`src/rtl/sync_fifo_pkg.sv`:
```
// sync_fifo_pkg: pointer arithmetic and full/empty decode shared by the FIFO controller
package sync_fifo_pkg;
    function automatic int unsigned depth(input int unsigned aw);
        return 32'd1 << aw;
    endfunction
    function automatic logic [31:0] ptr_inc(input logic [31:0] p, input int unsigned aw);
        return (p + 32'd1) & ((32'd1 << (aw + 1)) - 32'd1);
    endfunction
    function automatic logic is_empty(input logic [31:0] w, input logic [31:0] r, input int unsigned aw);
        return ((w ^ r) & ((32'd1 << (aw + 1)) - 32'd1)) == 32'd0;
    endfunction
    function automatic logic is_full(input logic [31:0] w, input logic [31:0] r, input int unsigned aw);
        logic [31:0] m;
        m = (32'd1 << aw) - 32'd1;
        return (((w ^ r) & m) == 32'd0) && ((((w ^ r) >> aw) & 32'd1) == 32'd1);
    endfunction
endpackage

```
`src/rtl/sync_fifo_ctrl_if.sv`:
```
// sync_fifo_ctrl_if: stream handshakes, RAM port and status bundle of the FIFO controller
interface sync_fifo_ctrl_if #(
    parameter int DW = 18,
    parameter int AW = 7
);
    logic          clear;
    logic          in_valid;
    logic          in_ready;
    logic [DW-1:0] in_data;
    logic          out_valid;
    logic          out_ready;
    logic [DW-1:0] out_data;
    logic          ram_wen;
    logic [AW-1:0] ram_wr_addr;
    logic [DW-1:0] ram_wr_data;
    logic [AW-1:0] ram_rd_addr;
    logic [DW-1:0] ram_rd_data;
    logic [AW:0]   count;
    logic          almost_full;
    logic          almost_empty;
    modport master (
        output clear, in_valid, in_data, out_ready, ram_rd_data,
        input  in_ready, out_valid, out_data, ram_wen, ram_wr_addr, ram_wr_data,
               ram_rd_addr, count, almost_full, almost_empty
    );
    modport slave (
        input  clear, in_valid, in_data, out_ready, ram_rd_data,
        output in_ready, out_valid, out_data, ram_wen, ram_wr_addr, ram_wr_data,
               ram_rd_addr, count, almost_full, almost_empty
    );
endinterface

```
`src/rtl/fifo_ptr.sv`:
```
// fifo_ptr: AW+1 bit wrapping FIFO pointer with increment and synchronous clear
module fifo_ptr
    import sync_fifo_pkg::*;
#(
    parameter int AW = 7
) (
    input  logic        clk,
    input  logic        rst_n,
    input  logic        clear_i,
    input  logic        inc_i,
    output logic [AW:0] ptr_o
);
    localparam int PW = AW + 1;
    logic [AW:0] ptr_q, ptr_d;
    // clear wins over increment; increment wraps through the MSB
    always_comb ptr_d = clear_i ? '0 : inc_i ? PW'(ptr_inc(32'(ptr_q), AW)) : ptr_q;
    // pointer register
    always_ff @(posedge clk or negedge rst_n)
        if (!rst_n) ptr_q <= '0;
        else ptr_q <= ptr_d;
    assign ptr_o = ptr_q;
endmodule

```
`src/rtl/sync_fifo_ctrl.sv`:
```
// sync_fifo_ctrl: pointer, occupancy and handshake controller around a 0-clock-read two-port RAM
module sync_fifo_ctrl
    import sync_fifo_pkg::*;
#(
    parameter int DW        = 18,
    parameter int AW        = 7,
    parameter int AFULL_TH  = int'(depth(AW)) - 2,
    parameter int AEMPTY_TH = 2
) (
    input logic          clk,
    input logic          rst_n,
    sync_fifo_ctrl_if.slave bus
);
    localparam int PW = AW + 1;
    localparam logic [AW:0] AF = PW'(AFULL_TH);
    localparam logic [AW:0] AE = PW'(AEMPTY_TH);
    logic [AW:0] wr_ptr, rd_ptr, count_q, count_d;
    logic        full, empty, push, pop;
    // status and handshakes come from registered pointers only
    always_comb begin
        empty = is_empty(32'(wr_ptr), 32'(rd_ptr), AW);
        full  = is_full(32'(wr_ptr), 32'(rd_ptr), AW);
        push  = bus.in_valid & !full;
        pop   = bus.out_ready & !empty;
    end
    fifo_ptr #(.AW(AW)) u_wr_ptr (.clk(clk), .rst_n(rst_n), .clear_i(bus.clear), .inc_i(push), .ptr_o(wr_ptr));
    fifo_ptr #(.AW(AW)) u_rd_ptr (.clk(clk), .rst_n(rst_n), .clear_i(bus.clear), .inc_i(pop), .ptr_o(rd_ptr));
    // occupancy tracks pushes minus pops; flush zeroes it
    always_comb count_d = bus.clear ? '0 : (push & !pop) ? count_q + PW'(1) : (pop & !push) ? count_q - PW'(1) : count_q;
    // occupancy register
    always_ff @(posedge clk or negedge rst_n)
        if (!rst_n) count_q <= '0;
        else count_q <= count_d;
    assign bus.in_ready     = !full;
    assign bus.out_valid    = !empty;
    assign bus.out_data     = bus.ram_rd_data;
    assign bus.ram_wen      = push & !bus.clear & rst_n;
    assign bus.ram_wr_addr  = wr_ptr[AW-1:0];
    assign bus.ram_wr_data  = bus.in_data;
    assign bus.ram_rd_addr  = rd_ptr[AW-1:0];
    assign bus.count        = count_q;
    assign bus.almost_full  = count_q >= AF;
    assign bus.almost_empty = count_q <= AE;
endmodule

```
`src/flat_wrapper.sv`:
```
// flat-port wrapper written by rule: the top's interface ports become plain ports
module sync_fifo_ctrl_flat import sync_fifo_pkg::*;
#(
    parameter int DW        = 18,
    parameter int AW        = 7,
    parameter int AFULL_TH  = int'(depth(AW)) - 2,
    parameter int AEMPTY_TH = 2
)
  (clk, rst_n, bus_clear, bus_in_valid, bus_in_data, bus_out_ready, bus_ram_rd_data, bus_in_ready, bus_out_valid, bus_out_data, bus_ram_wen, bus_ram_wr_addr, bus_ram_wr_data, bus_ram_rd_addr, bus_count, bus_almost_full, bus_almost_empty);
  sync_fifo_ctrl_if #(.DW(DW), .AW(AW)) bus_i ();
  input logic clk;
  input logic rst_n;
  input wire logic [$bits(bus_i.clear)-1:0] bus_clear;
  input wire logic [$bits(bus_i.in_valid)-1:0] bus_in_valid;
  input wire logic [$bits(bus_i.in_data)-1:0] bus_in_data;
  input wire logic [$bits(bus_i.out_ready)-1:0] bus_out_ready;
  input wire logic [$bits(bus_i.ram_rd_data)-1:0] bus_ram_rd_data;
  output wire logic [$bits(bus_i.in_ready)-1:0] bus_in_ready;
  output wire logic [$bits(bus_i.out_valid)-1:0] bus_out_valid;
  output wire logic [$bits(bus_i.out_data)-1:0] bus_out_data;
  output wire logic [$bits(bus_i.ram_wen)-1:0] bus_ram_wen;
  output wire logic [$bits(bus_i.ram_wr_addr)-1:0] bus_ram_wr_addr;
  output wire logic [$bits(bus_i.ram_wr_data)-1:0] bus_ram_wr_data;
  output wire logic [$bits(bus_i.ram_rd_addr)-1:0] bus_ram_rd_addr;
  output wire logic [$bits(bus_i.count)-1:0] bus_count;
  output wire logic [$bits(bus_i.almost_full)-1:0] bus_almost_full;
  output wire logic [$bits(bus_i.almost_empty)-1:0] bus_almost_empty;
  assign bus_i.clear = bus_clear;
  assign bus_i.in_valid = bus_in_valid;
  assign bus_i.in_data = bus_in_data;
  assign bus_i.out_ready = bus_out_ready;
  assign bus_i.ram_rd_data = bus_ram_rd_data;
  assign bus_in_ready = bus_i.in_ready;
  assign bus_out_valid = bus_i.out_valid;
  assign bus_out_data = bus_i.out_data;
  assign bus_ram_wen = bus_i.ram_wen;
  assign bus_ram_wr_addr = bus_i.ram_wr_addr;
  assign bus_ram_wr_data = bus_i.ram_wr_data;
  assign bus_ram_rd_addr = bus_i.ram_rd_addr;
  assign bus_count = bus_i.count;
  assign bus_almost_full = bus_i.almost_full;
  assign bus_almost_empty = bus_i.almost_empty;
  sync_fifo_ctrl #(.DW(DW), .AW(AW), .AFULL_TH(AFULL_TH), .AEMPTY_TH(AEMPTY_TH)) u_core (.clk(clk), .rst_n(rst_n), .bus(bus_i));
endmodule
```
`config.mk`:
```
export PLATFORM = sky130hd
export DESIGN_NAME = sync_fifo_ctrl_flat
export DESIGN_NICKNAME = d
export VERILOG_FILES = /design/src/rtl/sync_fifo_pkg.sv /design/src/rtl/sync_fifo_ctrl_if.sv /design/src/rtl/fifo_ptr.sv /design/src/rtl/sync_fifo_ctrl.sv /design/src/flat_wrapper.sv
export SDC_FILE = /design/constraint.sdc
export NUM_CORES = 1
export LEC_CHECK = 0
export CAP_MARGIN = 10
export CORE_MARGIN = 2
export CORE_UTILIZATION = 36
export DETAILED_ROUTE_END_ITERATION = 16
export HOLD_SLACK_MARGIN = 0.06
export PLACE_DENSITY_LB_ADDON = 0.25
export SYNTH_ARGS = -nofsm -noshare
export SYNTH_HDL_FRONTEND = slang
export SYNTH_SLANG_ARGS = --single-unit
```
`constraint.sdc`:
```
create_clock -name clk -period 3.2 [get_ports clk]
set_input_delay 0.96 -clock clk [delete_from_list [all_inputs] [get_ports clk]]
set_output_delay 0.96 -clock clk [all_outputs]
set_load 0.05 [all_outputs]
```
# Word level (Yosys, flattened, before mapping)
# Index checks and enable logic that the tools add are counted.
[word_totals]
reg_bits = 24
in_bits = 41
word_cells = 34
[classes]
n_addsub = 4
n_lt_le_gt_ge = 2
n_mux = 7
bitwise = 7
reduce_logical = 11
[op_table]
columns = ["op", "n"]
rows = [
  ["$logic_not 32->1", 2],
  ["$mux 8", 7],
  ["$add 8x1->8 const B", 3],
  ["$ge 8x7->1 const B", 1],
  ["$le 8x2->1 const B", 1],
  ["$sub 8x1->8 const B", 1],
  ["$xor 8x8->8", 1],
  ["$and 1x1->1", 6],
  ["$logic_not 1->1", 5],
  ["$reduce_bool 2->1", 2],
  ["$reduce_bool 3->1", 1],
  ["$logic_and 1x1->1", 1],
]

# Longest topological paths before layout
# Gate-level depths: netlist of the first run.
[depth]
word_depth = 10
ltp_mapped = 14

# By module
# From an unflattened synthesis of the first run, not the netlist that was laid out.
[unflattened]
hier_cells = 225
hier_area_um2 = 2059.5
[by_module_without_submodules]
columns = ["mod", "n_inst", "cells_per_inst", "area_each_um2", "seq_area_each_um2"]
rows = [
  ["sync_fifo_ctrl", 1, 151, 1266.2, 200.2],
  ["fifo_ptr", 2, 37, 396.6, 200.2],
]

# Worst setup path before layout of the first run
# Ideal clock, no wire load.
[synth_timing]
path_type = "register to output"
startpoint = "reg u_core.count_q[5], in the netlist u_core.bus.count[5]"
endpoint = "out bus_almost_empty"
arrival_ns = 3.537
setup_slack_ns = -1.297
path_stages_with_launch = 3
cell_sequence = "dfrtp_1 > or4_1 > a2111oi_0"
[synth_via]
elab_chain_cells = 1
[synth_rtl]
columns = ["item", "line_no", "text"]
rows = [
  ["start, declared", "sync_fifo_ctrl.sv:17", "logic [AW:0] wr_ptr, rd_ptr, count_q, count_d;"],
  ["start signal, assigned", "sync_fifo_ctrl.sv:33", "else count_q <= count_d;"],
  ["$le 8x2->1", "sync_fifo_ctrl.sv:43", "assign bus.almost_empty = count_q <= AE;"],
  ["end, declared", "flat_wrapper.sv:27", "output wire logic [$bits(bus_i.almost_empty)-1:0] bus_almost_empty;"],
]
# Every way passes these cells.

# Worst setup path in the final report of the first run
[layout_timing]
startpoint = "in bus_in_valid"
endpoint = "out bus_ram_wen"
[layout_via]
elab_chain_cells = 3
[layout_rtl]
columns = ["item", "line_no", "text"]
rows = [
  ["start, declared", "flat_wrapper.sv:14", "input wire logic [$bits(bus_i.in_valid)-1:0] bus_in_valid;"],
  ["$and 1x1->1", "sync_fifo_ctrl.sv:23", "push = bus.in_valid & !full;"],
  ["$and 1x1->1 (2 in series)", "sync_fifo_ctrl.sv:37", "assign bus.ram_wen = push & !bus.clear & rst_n;"],
  ["end, declared", "flat_wrapper.sv:21", "output wire logic [$bits(bus_i.ram_wen)-1:0] bus_ram_wen;"],
]
# Every way passes these cells.

==> impl_metrics.py, run 1 <==
metrics = {
    "global_routing": {
        "grt.total_usage": 0.150,
        "grt_max_degree": 26,
        "grt-ovfl-total": 0,
        "grt_pass1_vias": 1506,
        "grt_pass1_wl_mm": 7.33,
        "antenna_found_initial": 0,
    },
    "timing": {
        "worst_pin_slew_ns": 0.538,
        "post-route-period-util": 0.981,
        "grt_setup_unrepaired": "no",
        "hold_viol": 0,
        "worst_slack_ns": 0.0623,
        "slew_viol_final": 0,
        "setup_viol": 0,
        "fin_crit_ns": 3.14,
        "fin_hold_ws_ns": 0.583,
        "slew_headroom": 0.638,
        "fin_skew_ns": 0.00190,
        "clock.fmax_ghz": 0.319,
        "tns_ns": 0,
    },
    "cells_and_area": {
        "nNetsFinal": 283,
        "mostFrequentLayoutCells": "buf_4 (30), clkdlybuf4s50_1 (27), nor2_1 (23), dfrtp_1 (23), nand2_1 (21)",
        "final_common_cell": "buf_4",
        "fin_util": 0.425,
        "fill_cells": 533,
        "multi_input_area_um2": 1010,
        "final_cells": 304,
        "drive_gt1_frac": 0.228,
        "diodes": 0,
        "regArea_um2": 602,
        "syn_to_final_growth_pct": 16.1,
    },
    "critical_path": {
        "cp_cell_sequence": "clkdlybuf4s50_1 > o21ai_1 > buf_4 > nor3b_4 > buf_12",
        "worstPathRequired_ns": 2.24,
        "path_max_fanout": 11,
        "critPathMaxStageDelay_ns": 0.49,
        "crit_type": "in -> out",
        "crit_path_start_kind": "input pin",
        "cpMaxStageDelayCell": "clkdlybuf4s50_1",
        "cp.arrival_ns": 2.18,
        "cp-end-kind": "primary output",
    },
    "synth": {
        "synth.top_cell.area_share": 0.301,
        "synth_cell_type_count": 41,
        "yosysSeqAreaShare": 0.301,
        "ys_seq_elements": 24,
        "synth_top_area_cell": "dfrtp_1",
        "netlist_instances": 226,
        "yosysWarnings": 0,
        "avgSynthCellArea_um2": 8.82,
        "synth_area_um2": 1990,
        "syn-num-nets": 276,
        "synth_area_leaders": "dfrtp_1 (30%), buf_4 (19%), xnor2_1 (5.7%)",
    },
    "detailed_routing": {
        "avgViaCountPerCell": 4.91,
        "remaining_drc_errors": 0,
        "drt-pass1-iter-count": 4,
        "vias": 1493,
        "drtAntennaViolNets": 0,
        "drt_wl_total_mm": 4.40,
        "dr.first_iter.drc_count": 56,
        "wl_per_cell_um": 14.5,
    },
    "power": {
        "p_leak_nw": 1.00,
        "peakVddDrop_uv": 460,
        "power.density_nw_per_um2": 716,
    },
    "clock_tree": {
        "cts_buffers": 3,
        "cts-root-buf": "clkbuf_8",
        "holdBufCountCts": 0,
        "htreeDepth": 1,
        "cts_max_path_buffers": 2,
        "clk_pin_slew_ns": 0.10,
        "cts_tree": "built",
        "clkLatencyLatePin_ns": 0.27,
        "cts_sinks": 24,
    },
    "job": {
        "maxCapViolations": 0,
    },
    "placement": {
        "dpl.hpwl_mm": 3.30,
        "dp_cells": 300,
        "finalWeightedCongestion": 0.841,
        "dp_slack_ns": -0.254,
        "portBuffers": 31,
    },
    "floorplanning": {
        "die_y_um": 78.4,
        "rows": 27,
        "start_util": 0.366,
        "ioPinCount": 104,
        "die-area_um2": 6150,
        "die_w_um": 78.4,
        "coreArea_um2": 5440,
    },
    "status": {
        "status": "finished, final reports clean",
    },
    "worst_hold_path": {
        "hp-class": "reg -> reg",
    },
}
==> final cells by class <==
class | instances | share of cell area
multi-input cells | 140 | 0.438
flip-flops and latches | 24 | 0.260
repair buffers | 58 | 0.223
well taps | 72 | 0.0389
clock buffers | 3 | 0.0178
clock inverters | 1 | 0.0130
inverters | 6 | 0.00973
==> flip-flops by register name, summed over array words and instances (netlist names) <==
register               flops
u_core.u_rd_ptr.ptr_o      8
u_core.bus.count           8
u_core.u_wr_ptr.ptr_o      8
==> power by group <==
group / leakage [nW] / internal (mW) / switching, mW
Sequential: 0.325 / 0.346 / 0.0666
Clock: 0.0357 / 0.167 / 0.113
Combinational: 0.640 / 0.405 / 0.558
Total: 1.00 / 0.918 / 0.738
==> worst max-delay path: cells and delay by family <==
family | cells | cell delay (ns)
AOI/OAI and AO/OA | 1 | 0.09
buffers and inverters | 3 | 0.85
and+or+nand+nor | 1 | 0.27
==> timing repair <==
| item | CTS | global route |
|---|---|---|
| gates resized for setup | 1 | 7 |
| buffers inserted | 0 | 0 |
| endpoints found under the setup margin | 1 | 4 |
| pin swaps | 0 | 1 |
==> kinds of logic (layout without fill, tap and decap cells) <==
logic type | Yosys count | count (layout) | synth area share
AND/OR/NAND/NOR | 76 | 76 | 0.198
buffers and inverters | 62 | 68 | 0.219
AO/OA/AOI/OAI | 29 | 29 | 0.105
XOR/XNOR | 24 | 24 | 0.105
flip-flops | 24 | 24 | 0.301
adder cells (fa/ha/maj) | 9 | 9 | 0.0603
multiplexers | 2 | 2 | 0.0100
==> through the flow <==
stage	total power, mW	cell area [um^2]
after CTS	1.65	2280
final	1.66	2310
after floorplan	1.16	2010
after global placement	1.36	2200
after detailed placement	1.36	2200
after global routing	1.76	2310
==> per-layer routing <==
metal / GRT usage / vias to the layer above / wire, um
met1: 0.199 / 712 / 2010
met3: 0.0379 / 5 / 221
met2: 0.242 / 41 / 2140
met4: 0.0439 / 0 / 30
li1: - / 735 / -
met5: 0 / - / 0
==> Yosys cell counts (all sizes together) <==
cell type,count
a21oi,10
a211o,1
or2,1
o2111ai,1
o221a,1
inv,6
o41a,1
or4,1
nand2,21
o21a,1
o31ai,1
o21bai,1
nand2b,2
nor4,1
fa,1
nor3b,2
nand3,3
clkbuf,2
nor2,23
or3,3
o221ai,1
dfrtp,24
o211ai,2
ha,8
nand4bb,1
buf,54
nor3,6
mux2i,2
xnor2,13
and3,3
a2111oi,2
o21ai,7
xor2,11
nand4,9
==> path summary, 6_finish.rpt <==
| kind | start | end | slack (ns) | cells after the start |
|---|---|---|---|---|
| setup reg to reg | u_core.u_wr_ptr.ptr_o[3] | u_core.bus.count[7] | 0.18 | 11 |
| hold / removal | u_core.u_wr_ptr.ptr_o[7] | u_core.u_wr_ptr.ptr_o[7] | 0.58 | 2 |
| max in group asynchronous | rst_n | u_core.u_wr_ptr.ptr_o[4] | 1.80 | 2 |
| hold reg to reg | u_core.u_wr_ptr.ptr_o[7] | u_core.u_wr_ptr.ptr_o[7] | 0.58 | 2 |
| setup / recovery | bus_in_valid | bus_ram_wen | 0.06 | 5 |
| min in group asynchronous | rst_n | u_core.u_rd_ptr.ptr_o[4] | 1.13 | 2 |
Power figures use the tool's default switching activity.
==> run 2, diff against run 1 <==
- SLEW_MARGIN: default -> 20
==> results of run 2 <==
Final layout, timing and power as in run 1 (identical DEF).
